$ cat src/rtl/tm1638_key_event.sv
// Key event processor for the TM1638 scanned key vector: per-key debounce, press/release/
// auto-repeat pulses, toggle bits, and a serialized event stream through a show-ahead FIFO.
module tm1638_key_event #(
  parameter int unsigned C_FCK        = 48_000_000,
  parameter int unsigned C_FTICK      = 1_000,
  parameter int unsigned C_DEB_N      = 8,
  parameter int unsigned C_REP_DLY    = 500,
  parameter int unsigned C_REP_PER    = 100,
  parameter int unsigned C_FIFO_DEPTH = 4
) (
  input  logic       CK_i,
  input  logic       RST_i,
  input  logic [7:0] KEYS_i,
  output logic [7:0] STATE_o,
  output logic [7:0] PRESS_o,
  output logic [7:0] RELEASE_o,
  output logic [7:0] REPEAT_o,
  output logic [7:0] TOGGLE_o,
  input  logic       TOGGLE_CLR_i,
  output logic       EV_VALID_o,
  output logic [4:0] EV_DAT_o,
  input  logic       EV_READY_i,
  output logic       EV_OVF_o,
  input  logic       OVF_CLR_i
);

  localparam int unsigned DIV = C_FCK / C_FTICK;
  localparam int unsigned TW  = $clog2(DIV);
  localparam int unsigned DW  = $clog2(C_DEB_N + 1);
  localparam int unsigned HW  = $clog2(C_REP_DLY + C_REP_PER + 1);
  localparam int unsigned AW  = $clog2(C_FIFO_DEPTH);

  typedef enum logic [1:0] {
    EV_PRESS   = 2'b01,
    EV_RELEASE = 2'b10,
    EV_REPEAT  = 2'b11
  } ev_type_e;

  logic [7:0]    keys_d;
  logic [TW-1:0] tick_ctr;
  logic          tick;

  logic [DW-1:0] deb_ctr  [8];
  logic [DW-1:0] deb_n    [8];
  logic [HW-1:0] hold_ctr [8];
  logic [HW-1:0] hold_n   [8];
  logic [7:0]    state_n;
  logic [7:0]    press_n;
  logic [7:0]    rel_n;
  logic [7:0]    rep_n;

  logic [23:0]   pend;
  logic [23:0]   new_ev;
  logic [23:0]   pick;
  logic [2:0]    ev_key;
  ev_type_e      ev_type;
  logic          wr_vld;
  logic [4:0]    wr_dat;

  logic [4:0]    mem [C_FIFO_DEPTH];
  logic [AW-1:0] wr_ptr;
  logic [AW-1:0] rd_ptr;
  logic [AW:0]   cnt;
  logic          full;
  logic          pop;
  logic          push;
  logic          drop;

  assign tick = (tick_ctr == '0);

  always_comb begin
    state_n = STATE_o;
    press_n = '0;
    rel_n   = '0;
    rep_n   = '0;
    for (int unsigned n = 0; n < 8; n++) begin
      deb_n[n]  = deb_ctr[n];
      hold_n[n] = hold_ctr[n];
      if (!STATE_o[n])
        hold_n[n] = '0;
      if (tick) begin
        if (keys_d[n] != STATE_o[n]) begin
          if (deb_ctr[n] == DW'(C_DEB_N - 1)) begin
            state_n[n] = keys_d[n];
            deb_n[n]   = '0;
            press_n[n] = keys_d[n];
            rel_n[n]   = ~keys_d[n];
          end else begin
            deb_n[n] = deb_ctr[n] + 1'b1;
          end
        end else begin
          deb_n[n] = '0;
        end
        // Hold counter stops at DLY+PER and reloads to DLY, so it never needs to wrap.
        if (STATE_o[n]) begin
          if (hold_ctr[n] == HW'(C_REP_DLY - 1)) begin
            hold_n[n] = hold_ctr[n] + 1'b1;
            rep_n[n]  = 1'b1;
          end else if (hold_ctr[n] == HW'(C_REP_DLY + C_REP_PER - 1)) begin
            hold_n[n] = HW'(C_REP_DLY);
            rep_n[n]  = 1'b1;
          end else begin
            hold_n[n] = hold_ctr[n] + 1'b1;
          end
        end
      end
    end
  end

  always_comb begin
    new_ev = '0;
    for (int unsigned n = 0; n < 8; n++) begin
      new_ev[3*n]   = press_n[n];
      new_ev[3*n+1] = rel_n[n];
      new_ev[3*n+2] = rep_n[n];
    end
  end

  // Descending scan: the last hit is the lowest set bit, i.e. lowest key, press first.
  always_comb begin
    pick    = '0;
    ev_key  = '0;
    ev_type = EV_PRESS;
    for (int unsigned i = 24; i > 0; i--) begin
      if (pend[i-1]) begin
        pick   = 24'(1) << (i - 1);
        ev_key = 3'((i - 1) / 3);
        case ((i - 1) % 3)
          0:       ev_type = EV_PRESS;
          1:       ev_type = EV_RELEASE;
          default: ev_type = EV_REPEAT;
        endcase
      end
    end
  end

  always_ff @(posedge CK_i) begin
    if (RST_i) begin
      keys_d    <= '0;
      tick_ctr  <= TW'(DIV - 1);
      STATE_o   <= '0;
      PRESS_o   <= '0;
      RELEASE_o <= '0;
      REPEAT_o  <= '0;
      TOGGLE_o  <= '0;
      pend      <= '0;
      wr_vld    <= 1'b0;
      wr_dat    <= '0;
      for (int unsigned n = 0; n < 8; n++) begin
        deb_ctr[n]  <= '0;
        hold_ctr[n] <= '0;
      end
    end else begin
      keys_d    <= KEYS_i;
      tick_ctr  <= tick ? TW'(DIV - 1) : tick_ctr - 1'b1;
      STATE_o   <= state_n;
      PRESS_o   <= press_n;
      RELEASE_o <= rel_n;
      REPEAT_o  <= rep_n;
      TOGGLE_o  <= TOGGLE_CLR_i ? '0 : (TOGGLE_o ^ press_n);
      pend      <= (pend & ~pick) | new_ev;
      wr_vld    <= |pend;
      wr_dat    <= {ev_type, ev_key};
      for (int unsigned n = 0; n < 8; n++) begin
        deb_ctr[n]  <= deb_n[n];
        hold_ctr[n] <= hold_n[n];
      end
    end
  end

  assign full       = (cnt == (AW+1)'(C_FIFO_DEPTH));
  assign EV_VALID_o = (cnt != '0);
  assign pop        = EV_VALID_o & EV_READY_i;
  assign push       = wr_vld & (~full | pop);
  assign drop       = wr_vld & full & ~pop;
  assign EV_DAT_o   = EV_VALID_o ? mem[rd_ptr] : '0;

  always_ff @(posedge CK_i) begin
    if (RST_i) begin
      wr_ptr   <= '0;
      rd_ptr   <= '0;
      cnt      <= '0;
      EV_OVF_o <= 1'b0;
    end else begin
      if (push)
        wr_ptr <= wr_ptr + 1'b1;
      if (pop)
        rd_ptr <= rd_ptr + 1'b1;
      if (push && !pop)
        cnt <= cnt + 1'b1;
      else if (pop && !push)
        cnt <= cnt - 1'b1;
      if (drop)
        EV_OVF_o <= 1'b1;
      else if (OVF_CLR_i)
        EV_OVF_o <= 1'b0;
    end
  end

  always_ff @(posedge CK_i) begin
    if (push)
      mem[wr_ptr] <= wr_dat;
  end

endmodule

$ cat config.mk
export PLATFORM = sky130hd
export DESIGN_NAME = tm1638_key_event
export DESIGN_NICKNAME = d
export VERILOG_FILES = /design/src/rtl/tm1638_key_event.sv
export SDC_FILE = /design/constraint.sdc
export NUM_CORES = 1
export LEC_CHECK = 0
export CORE_UTILIZATION = 64
export DETAILED_ROUTE_END_ITERATION = 7
export DONT_BUFFER_PORTS = 1
export PLACE_DENSITY = 0.76
export SLEW_MARGIN = 20
export SYNTH_ARGS = -nofsm -noshare
export SYNTH_HDL_FRONTEND = slang
export SYNTH_SLANG_ARGS = --single-unit
$ cat constraint.sdc
create_clock -name CK_i -period 2.4 [get_ports CK_i]
set_input_delay 0.12 -clock CK_i [delete_from_list [all_inputs] [get_ports CK_i]]
set_output_delay 0.12 -clock CK_i [all_outputs]
set_load 0.05 [all_outputs]
=== Word level (Yosys, flattened, before mapping) ===
Memories as Yosys holds them, arrays and structs flattened. A register that Yosys moved wholly into a read port is not among the register bits.
Index checks and enable logic that the tools add are counted.

* Flip-flop bits (word level): 102
* RAM bits: 132
* Bits of input ports: 13
* Output and inout bits: 47
* Logic and storage cells: 381
* Memories kept: 3

{| class="wikitable"
|+ Memory list
! name !! depth !! width !! rd ports !! clocked after memory_dff !! write ports !! RTL line !! text
|-
| hold_ctr || 8 || 10 || 8 || 0 || 8 || 45 || <nowiki>logic [HW-1:0] hold_ctr [8];</nowiki>
|-
| deb_ctr || 8 || 4 || 8 || 0 || 8 || 43 || <nowiki>logic [DW-1:0] deb_ctr [8];</nowiki>
|-
| mem || 4 || 5 || 1 || 1 || 1 || 60 || <nowiki>logic [4:0] mem [C_FIFO_DEPTH];</nowiki>
|}

* Add/subtract/negate cells: 21
* Equality and inequality tests: 33
* Mux-type cells: 241
* Bitwise logic cells: 35
* Reductions and logical operators: 23

{| class="wikitable"
|+ Operators by type and width
! operator !! count
|-
| 24-bit two-way mux || 24
|-
| 10-bit two-way mux || 48
|-
| 4-bit two-way mux || 32
|-
| 1-bit two-way mux || 91
|-
| 10-bit by 1-bit adder with 10-bit output (second input constant) || 8
|-
| 10-bit equality test (second input constant) || 8
|-
| 10-bit by 9-bit equality test with 1-bit output (second input constant) || 8
|-
| 2-bit two-way mux || 31
|-
| 3-bit two-way mux || 14
|-
| 4-bit by 1-bit adder with 4-bit output (second input constant) || 8
|-
| 4-bit by 3-bit equality test with 1-bit output (second input constant) || 8
|-
| 24-bit bitwise AND || 1
|-
| 24-bit inverter || 1
|-
| 24-bit OR || 1
|-
| 3-bit AND reduction || 8
|-
| 24-bit OR reduction || 1
|-
| 1-bit OR || 17
|-
| 16-bit zero test || 1
|-
| 16-bit by 1-bit subtractor with 16-bit output (second input constant) || 1
|-
| 13-bit OR reduction || 1
|-
| 1-bit inverter || 10
|-
| 1-bit inequality test || 8
|-
| 8-bit XOR || 1
|-
| 7-bit OR reduction || 1
|-
| 12 further kinds || 21
|}

=== Depth between registers and ports, before layout ===
Gate-level depths: netlist of run 1.

* Word-level depth: 27
* Mapped depth: 10
* Depth with buffers taken out: 8

=== Worst setup path after synthesis of run 1 ===
Ideal clock, no wire load.

* Path kind: register to register
* From: register cnt[0]
* To: register cnt[2]
* Library setup time: 0.070 ns
* Arrival: 2.391 ns
* Required time: 2.330 ns
* Slack: -0.061 ns
* Cell stages (with the launch flop): 10
* Path buffers: 1
* Clock period less this slack: 2.461 ns
* Cell sequence: dfxtp_1 > or3_1 > clkbuf_1 > nand2_1 > ha_1 > inv_1 > fa_1 > xor2_1 > or3_1 > a21oi_1

* Longest elaborated chain between the ends: 7
* Elaborated cells between the ends (all ways): 15
* Classes of those cells: 2 x add/sub; 1 x eq/ne; 2 x mux; 4 x bitwise; 6 x reduce/logical

{| class="wikitable"
|+ RTL lines
! what !! RTL line !! text
|-
| start, declared || 63 || <nowiki>logic [AW:0] cnt;</nowiki>
|-
| start signal, assigned || 190 || <nowiki>cnt <= cnt + 1'b1;</nowiki>
|-
| start signal, assigned || 192 || <nowiki>cnt <= cnt - 1'b1;</nowiki>
|-
| 3-bit nonzero test (*) || 172 || <nowiki>assign EV_VALID_o = (cnt != '0);</nowiki>
|-
| via EV_VALID_o || 20 || <nowiki>output logic EV_VALID_o,</nowiki>
|-
| 1-bit bitwise AND (*) || 173 || <nowiki>assign pop = EV_VALID_o & EV_READY_i;</nowiki>
|-
| 1-bit OR || 174 || <nowiki>assign push = wr_vld & (~full | pop);</nowiki>
|-
| 1-bit bitwise AND || 174 ||
|-
| 1-bit zero test || 191 || <nowiki>else if (pop && !push)</nowiki>
|-
| 1-bit logical AND || 191 ||
|-
| 2-bit nonzero test (no source line) || - ||
|}

The timed path passes the listed nets; every way through them passes the cells marked *. The select of a mux whose other input is x is not followed.
A chain may end at the register's enable or synchronous reset.

=== Worst setup path in the final report of run 1 ===
* From: register tick_ctr[11]
* To: register STATE_o[3]

* Longest elaborated chain between the ends: 2

{| class="wikitable"
|+ RTL lines
! what !! RTL line !! text
|-
| start, declared || 40 || <nowiki>logic [TW-1:0] tick_ctr;</nowiki>
|-
| start signal, assigned || 140 || <nowiki>tick_ctr <= TW'(DIV - 1);</nowiki>
|-
| start signal, assigned || 155 || <nowiki>tick_ctr <= tick ? TW'(DIV - 1) : tick_ctr - 1'b1;</nowiki>
|-
| 16-bit zero test || 69 || <nowiki>assign tick = (tick_ctr == '0);</nowiki>
|-
| 3-bit AND reduction (no source line) || - ||
|-
| end signal, assigned || 156 || <nowiki>STATE_o <= state_n;</nowiki>
|-
| end, declared || 14 || <nowiki>output logic [7:0] STATE_o,</nowiki>
|}

Every way passes these cells.

==> impl_metrics.yaml, run 1 <==
clocking:
  cts_buffers: 24
  cts_max_level: 1
  cts.sinks: 235
  cts_tree: "yes"
  clock_path_buffers: 3
  clock-root-buffer: "clkbuf_16"
  post_cts_buffers: 0
  insertion_delay_ps: 520
  clkTransAtPathRegs_ps: 60
synthesis:
  synth_cell_types: 73
  synth_top_area_share: 0.399
  syn-instance-count: 1185
  ys_ff_latch: 235
  syn_avg_cell_area_um2: 9.11
  synth-edff-count: 20
  yosysWarnings: 0
  synth_area_leaders: "dfxtp_1, edfxtp_1, a21oi_1"
  synthFlopType: "dfxtp_1"
  syn_area_um2: 10800
  synth_area_leader_cell: "dfxtp_1"
  postSynth.asyncResetShare: 0
  synth_nets: 1221
  yosysSeqAreaShare: 0.454
final_layout:
  nNetsFinal: 1239
  final_common_cell: "dfxtp_1"
  stdcell_area_um2: 12100
  drive_gt1_frac: 0.113
  fillerInstances: 1242
  antenna_cells: 0
  finish.utilization: 0.734
  final_cell_mix: "dfxtp_1, nor2_1, a21oi_1"
  area_growth_pct: 12.4
  instances_no_fill: 1441
worst_setup_path:
  reg2reg_from: "tick_ctr[11]"
  cp_top_family: "simple AND/OR/NAND/NOR gates"
  worstPathRequired_ps: 2810
  cp-start-kind: "register"
  crit_arrival_ps: 2750
  crit_slowest_cell: "or4_4"
  path_cells: "or4_4 -> or3_4 -> buf_4 -> nor3_1 -> nor2_1 -> a31o_2"
  cpPeakStageDelay_ps: 560
  rr_worst_depth: 6
  path_max_fanout: 27
  r2r_setup_slack_ps: 60
  path_class: "reg2reg"
  path_buf_inv: 1
  r2r_end: "STATE_o[3]"
  cp-end-kind: "register"
timing:
  fin_ws_ps: 57.3
  max_slew_margin: 0.532
  hold_viol: 0
  finalMaxSlewViolations: 0
  skew_ps: 8.89
  fin_crit_sh: 0.976
  tightest_slew_ps: 700
  fmax_ghz: 0.427
  finalSetupViolCount: 0
  setup_tns_ps: 0
  rsz0062_at_grt: "yes"
  worst_hold_slack_ps: 21.2
  min_period_ps: 2340
placed_design:
  portBuffers: 0
  dpl.hpwl_um: 16800
  place_inst: 1383
  placed_cell_area_um2: 11200
  gp_congestion: 0.914
  place_ws_ps: 97.3
detailed_routing:
  drtIter0Drc: 768
  routedWlPerCell_um: 18.3
  via_per_inst: 6.34
  dr.pass1.iters: 4
  postRouteAntennaNets: 0
  drt_wl_total_um: 26300
  drc: 0
  vias: 9133
global_routing:
  grt_usage: 0.297
  use_met2: 0.508
  grt_pass1_wl_um: 42600
  grt_pass1_vias: 8438
  antenna_found_initial: 0
  gr-total-overflow: 0
  top_usage_layer: "met2"
  grt_start_max_net_pins: 75
  met1_usage: 0.388
  grt_use_met3: 0.0419
min_path:
  hold_class: "in2reg"
  hp-start: "RST_i"
  min_path_cells: 2
  min_to: "STATE_o[4]"
floorplanning:
  die_height_um: 132
  die_x_um: 132
  num_rows: 47
  initial_utilization: 0.654
  io_pins: 60
  core_um2: 16500
  dieArea_um2: 17400
flow_run:
  cap_violations: 0
power:
  vdd_drop_max_v: 0.000599
  p_leak_nw: 4.21
  power_density_nw_per_um2: 687
  total_power_mw: 8.33
status:
  status: "finished clean"
==> cell type report <==
type                            count  area (um2)  area share
Clock inverter                      6        30.0     0.00247
Sequential cell                   235        4900       0.404
Multi-Input combinational cell    876        5590       0.460
Inverter                           11        41.3     0.00340
Tap cell                          220         275      0.0227
Timing Repair Buffer               55         543      0.0447
Clock buffer                       38         754      0.0622
==> registers in the layout (all words and copies together) (netlist names), 2 cells and up, named ones only <==
register,count
cnt,3
hold_ctr,80
tick_ctr,16
pend,23
TOGGLE_o,8
keys_d,8
wr_ptr,2
mem,20
REPEAT_o,8
rd_ptr,2
deb_ctr,32
wr_dat,5
STATE_o,8
RELEASE_o,8
PRESS_o,8
==> repair_timing <==
action | 4_1_cts | 5_1_grt
hold buffers | 13 | 0
resized for setup | 0 | 4
hold endpoints to repair | 84 | 0
setup endpoints to repair | 0 | 11
==> power breakdown <==
| part | internal [mW] | switching, mW | total [mW] |
|---|---|---|---|
| Sequential | 4.00 | 0.0638 | 4.06 |
| Combinational | 0.191 | 0.442 | 0.633 |
| Clock | 2.15 | 1.49 | 3.64 |
==> per-layer routing <==
| layer | up-vias | share of wire |
|---|---|---|
| li1 | 4418 | - |
| met1 | 4356 | 0.43 |
| met2 | 305 | 0.48 |
| met3 | 54 | 0.061 |
| met4 | 0 | 0.024 |
| met5 | - | 0 |
==> kinds of logic (layout without fill, tap and decap cells) <==
group,after synthesis,in the layout,share of synthesized area
compound gates,248,248,0.143
xor+xnor,42,42,0.0341
fa+ha+maj,23,23,0.0273
buf+inv,74,110,0.0304
flops,235,235,0.454
mux,14,14,0.0188
simple gates,549,549,0.293
==> cell usage after synthesis (all sizes together) (5+ instances only) <==
cell type	count
dfxtp	215
nor2	113
a21oi	105
nand2	100
nor3	57
nand3	50
o21ai	44
clkbuf	42
xnor2	29
nor4	28
or3	26
ha	22
buf	21
and3	20
edfxtp	20
nand2b	18
nand4	18
a311oi	17
nand3b	17
nor2b	17
or4	16
a211oi	15
and2	13
xor2	13
or4b	12
inv	11
a31o	10
a31oi	10
mux2i	9
and4	8
nor4b	8
nand4b	7
o21a	7
or2	6
and3b	5
mux4	5
o211ai	5
o311ai	5
==> worst max path at each step <==
stage | start | endpoint | slack (ps) | depth (start not counted)
after global routing | tick_ctr[4] | hold_ctr[1][39] | -20 | 7
after detailed placement | tick_ctr[11] | hold_ctr[0][13] | 100 | 6
after CTS | tick_ctr[11] | STATE_o[2] | 30 | 6
final | tick_ctr[11] | STATE_o[3] | 60 | 6
after global placement | tick_ctr[11] | STATE_o[2] | 150 | 6
after floorplan | cnt[0] | cnt[2] | 60 | 9
Note: power is estimated with default switching activity, not from simulation.
==> run 2, diff against run 1 <==
--- a/config.mk
+++ b/config.mk
@@ -8,7 +8,7 @@
 export CORE_UTILIZATION = 64
 export DETAILED_ROUTE_END_ITERATION = 7
 export DONT_BUFFER_PORTS = 1
-export PLACE_DENSITY = 0.76
+export PLACE_DENSITY = 0.8
 export SLEW_MARGIN = 20
 export SYNTH_ARGS = -nofsm -noshare
 export SYNTH_HDL_FRONTEND = slang
==> impl_metrics.yaml, run 2 (synthesis gave the netlist of run 1 again) <==
status:
  status: "finished clean"
floorplanning:
  num_rows: 47
  die_x_um: 132
  core_um2: 16500
  initial_utilization: 0.654
  dieArea_um2: 17400
  die_height_um: 132
  io_pins: 60
worst_setup_path:
  path_class: "reg2reg"
  path_cells: "or4_4 -> or3_4 -> buf_4 -> nor3_1 -> nor2_1 -> a31o_2"
  reg2reg_from: "tick_ctr[11]"
  path_max_fanout: 22
  worstPathRequired_ps: 2810
  path_buf_inv: 1
  cpPeakStageDelay_ps: 560
  cp_top_family: "simple AND/OR/NAND/NOR gates"
  rr_worst_depth: 6
  r2r_end: "STATE_o[1]"
  crit_slowest_cell: "or4_4"
  cp-end-kind: "register"
  r2r_setup_slack_ps: 60
  cp-start-kind: "register"
  crit_arrival_ps: 2750
detailed_routing:
  drtIter0Drc: 728
  drc: 0
  drt_wl_total_um: 26500
  vias: 9193
  routedWlPerCell_um: 18.3
  via_per_inst: 6.37
  postRouteAntennaNets: 0
  dr.pass1.iters: 5
min_path:
  min_to: "RELEASE_o[5]"
  hp-start: "RST_i"
  min_path_cells: 2
  hold_class: "in2reg"
clocking:
  cts_tree: "yes"
  cts_buffers: 25
  clock_path_buffers: 3
  insertion_delay_ps: 520
  cts.sinks: 235
  clkTransAtPathRegs_ps: 60
  post_cts_buffers: 0
  clock-root-buffer: "clkbuf_16"
  cts_max_level: 1
timing:
  fmax_ghz: 0.427
  hold_viol: 0
  rsz0062_at_grt: "yes"
  skew_ps: 17.6
  worst_hold_slack_ps: 214
  tightest_slew_ps: 760
  min_period_ps: 2340
  max_slew_margin: 0.487
  finalMaxSlewViolations: 0
  fin_crit_sh: 0.977
  setup_tns_ps: 0
  finalSetupViolCount: 0
placed_design:
  gp_congestion: 0.867
  place_inst: 1384
  portBuffers: 0
  dpl.hpwl_um: 17100
global_routing:
  grt_start_max_net_pins: 75
  antenna_found_initial: 0
  grt_pass1_vias: 8765
  grt_usage: 0.305
  grt_pass1_wl_um: 43900
  gr-total-overflow: 0
power:
  p_sw_mw: 2.09
  seq_power_share: 0.478
  vdd_drop_max_v: 0.000533
  p_leak_nw: 4.22
  power_density_nw_per_um2: 700
  p_sw_frac: 0.246
  pwr-share-clk: 0.448
  cell_internal_pwr_mw: 6.42
  p_comb_frac: 0.074
final_layout:
  reg.largest.list: "hold_ctr: 80 flops, deb_ctr: 32 flops, pend: 23 flops"
  regMostFlops: "hold_ctr"
  final_common_cell: "dfxtp_1"
  fillerInstances: 1214
  nNetsFinal: 1240
  antenna_cells: 0
  largest_reg_flops: 80
  instances_no_fill: 1443
  area_growth_pct: 12.5
  drive_gt1_frac: 0.115
  final_cell_mix: "dfxtp_1, nor2_1, a21oi_1"
flow_run:
  cap_violations: 0
run 2: changes by cell type in the layout (fill, tap and decap cells not counted), moves of 2 or more:
cell	previous run	this run
clkinv_1	0	2
clkinv_2	6	8
bufinv_16	0	2
clkbuf_8	8	3
clkinvlp_4	0	2
clkbuf_1	5	2
run 2: repair_timing:
action,4_1_cts,5_1_grt
endpoints found under the setup margin,0,8
hold endpoints to repair,85,0
hold buffers,13,0
resized for setup,0,6
run 2: worst max path at each step:
stage,startpoint,end,cells after the start
floorplan,cnt[0],cnt[2],9
global placement,tick_ctr[4],pend[17],7
detailed placement,tick_ctr[11],pend[17],6
CTS,tick_ctr[4],STATE_o[3],6
global route,tick_ctr[4],hold_ctr[0][19],7
finish,tick_ctr[11],STATE_o[1],6
run 2: power groups by stage:
stage          clock network, mW  registers (mW)  logic (mW)
3_3_place_gp                   0            4.14       0.572
2_1_floorplan                  0            4.12       0.541
6_report                    3.81            4.06       0.634
5_1_grt                     4.02            4.07       0.674
3_5_place_dp                   0            4.15       0.587
4_1_cts                     3.84            4.06       0.633
run 2: routing by layer:
metal,GRT usage,vias to the layer above,part of all wire
li1,-,4416,-
met1,0.393,4383,0.43
met2,0.516,326,0.48
met3,0.0500,68,0.061
met4,0.114,0,0.030
met5,0,-,0
run 2: through the flow:
| step | total power [mW] | setup slack, ps | util | instance area, um2 |
|---|---|---|---|---|
| 2_1_floorplan | 4.66 | 60.3 | - | 10800 |
| 3_3_place_gp | 4.72 | 111 | 0.675 | 11200 |
| 3_5_place_dp | 4.74 | 97.0 | 0.675 | 11200 |
| 4_1_cts | 8.54 | 33.1 | 0.733 | 12100 |
| 5_1_grt | 8.76 | -10.5 | 0.735 | 12200 |
| 6_report | 8.51 | 56.1 | 0.735 | 12200 |
run 2: area by class of cell:
class	instances	area (um2)	area share
multi-input cells	876	5600	0.461
flip-flops and latches	235	4900	0.404
clock buffers	30	674	0.0555
repair buffers	55	517	0.0425
well taps	220	275	0.0227
clock inverters	16	143	0.0117
inverters	11	41.3	0.00340
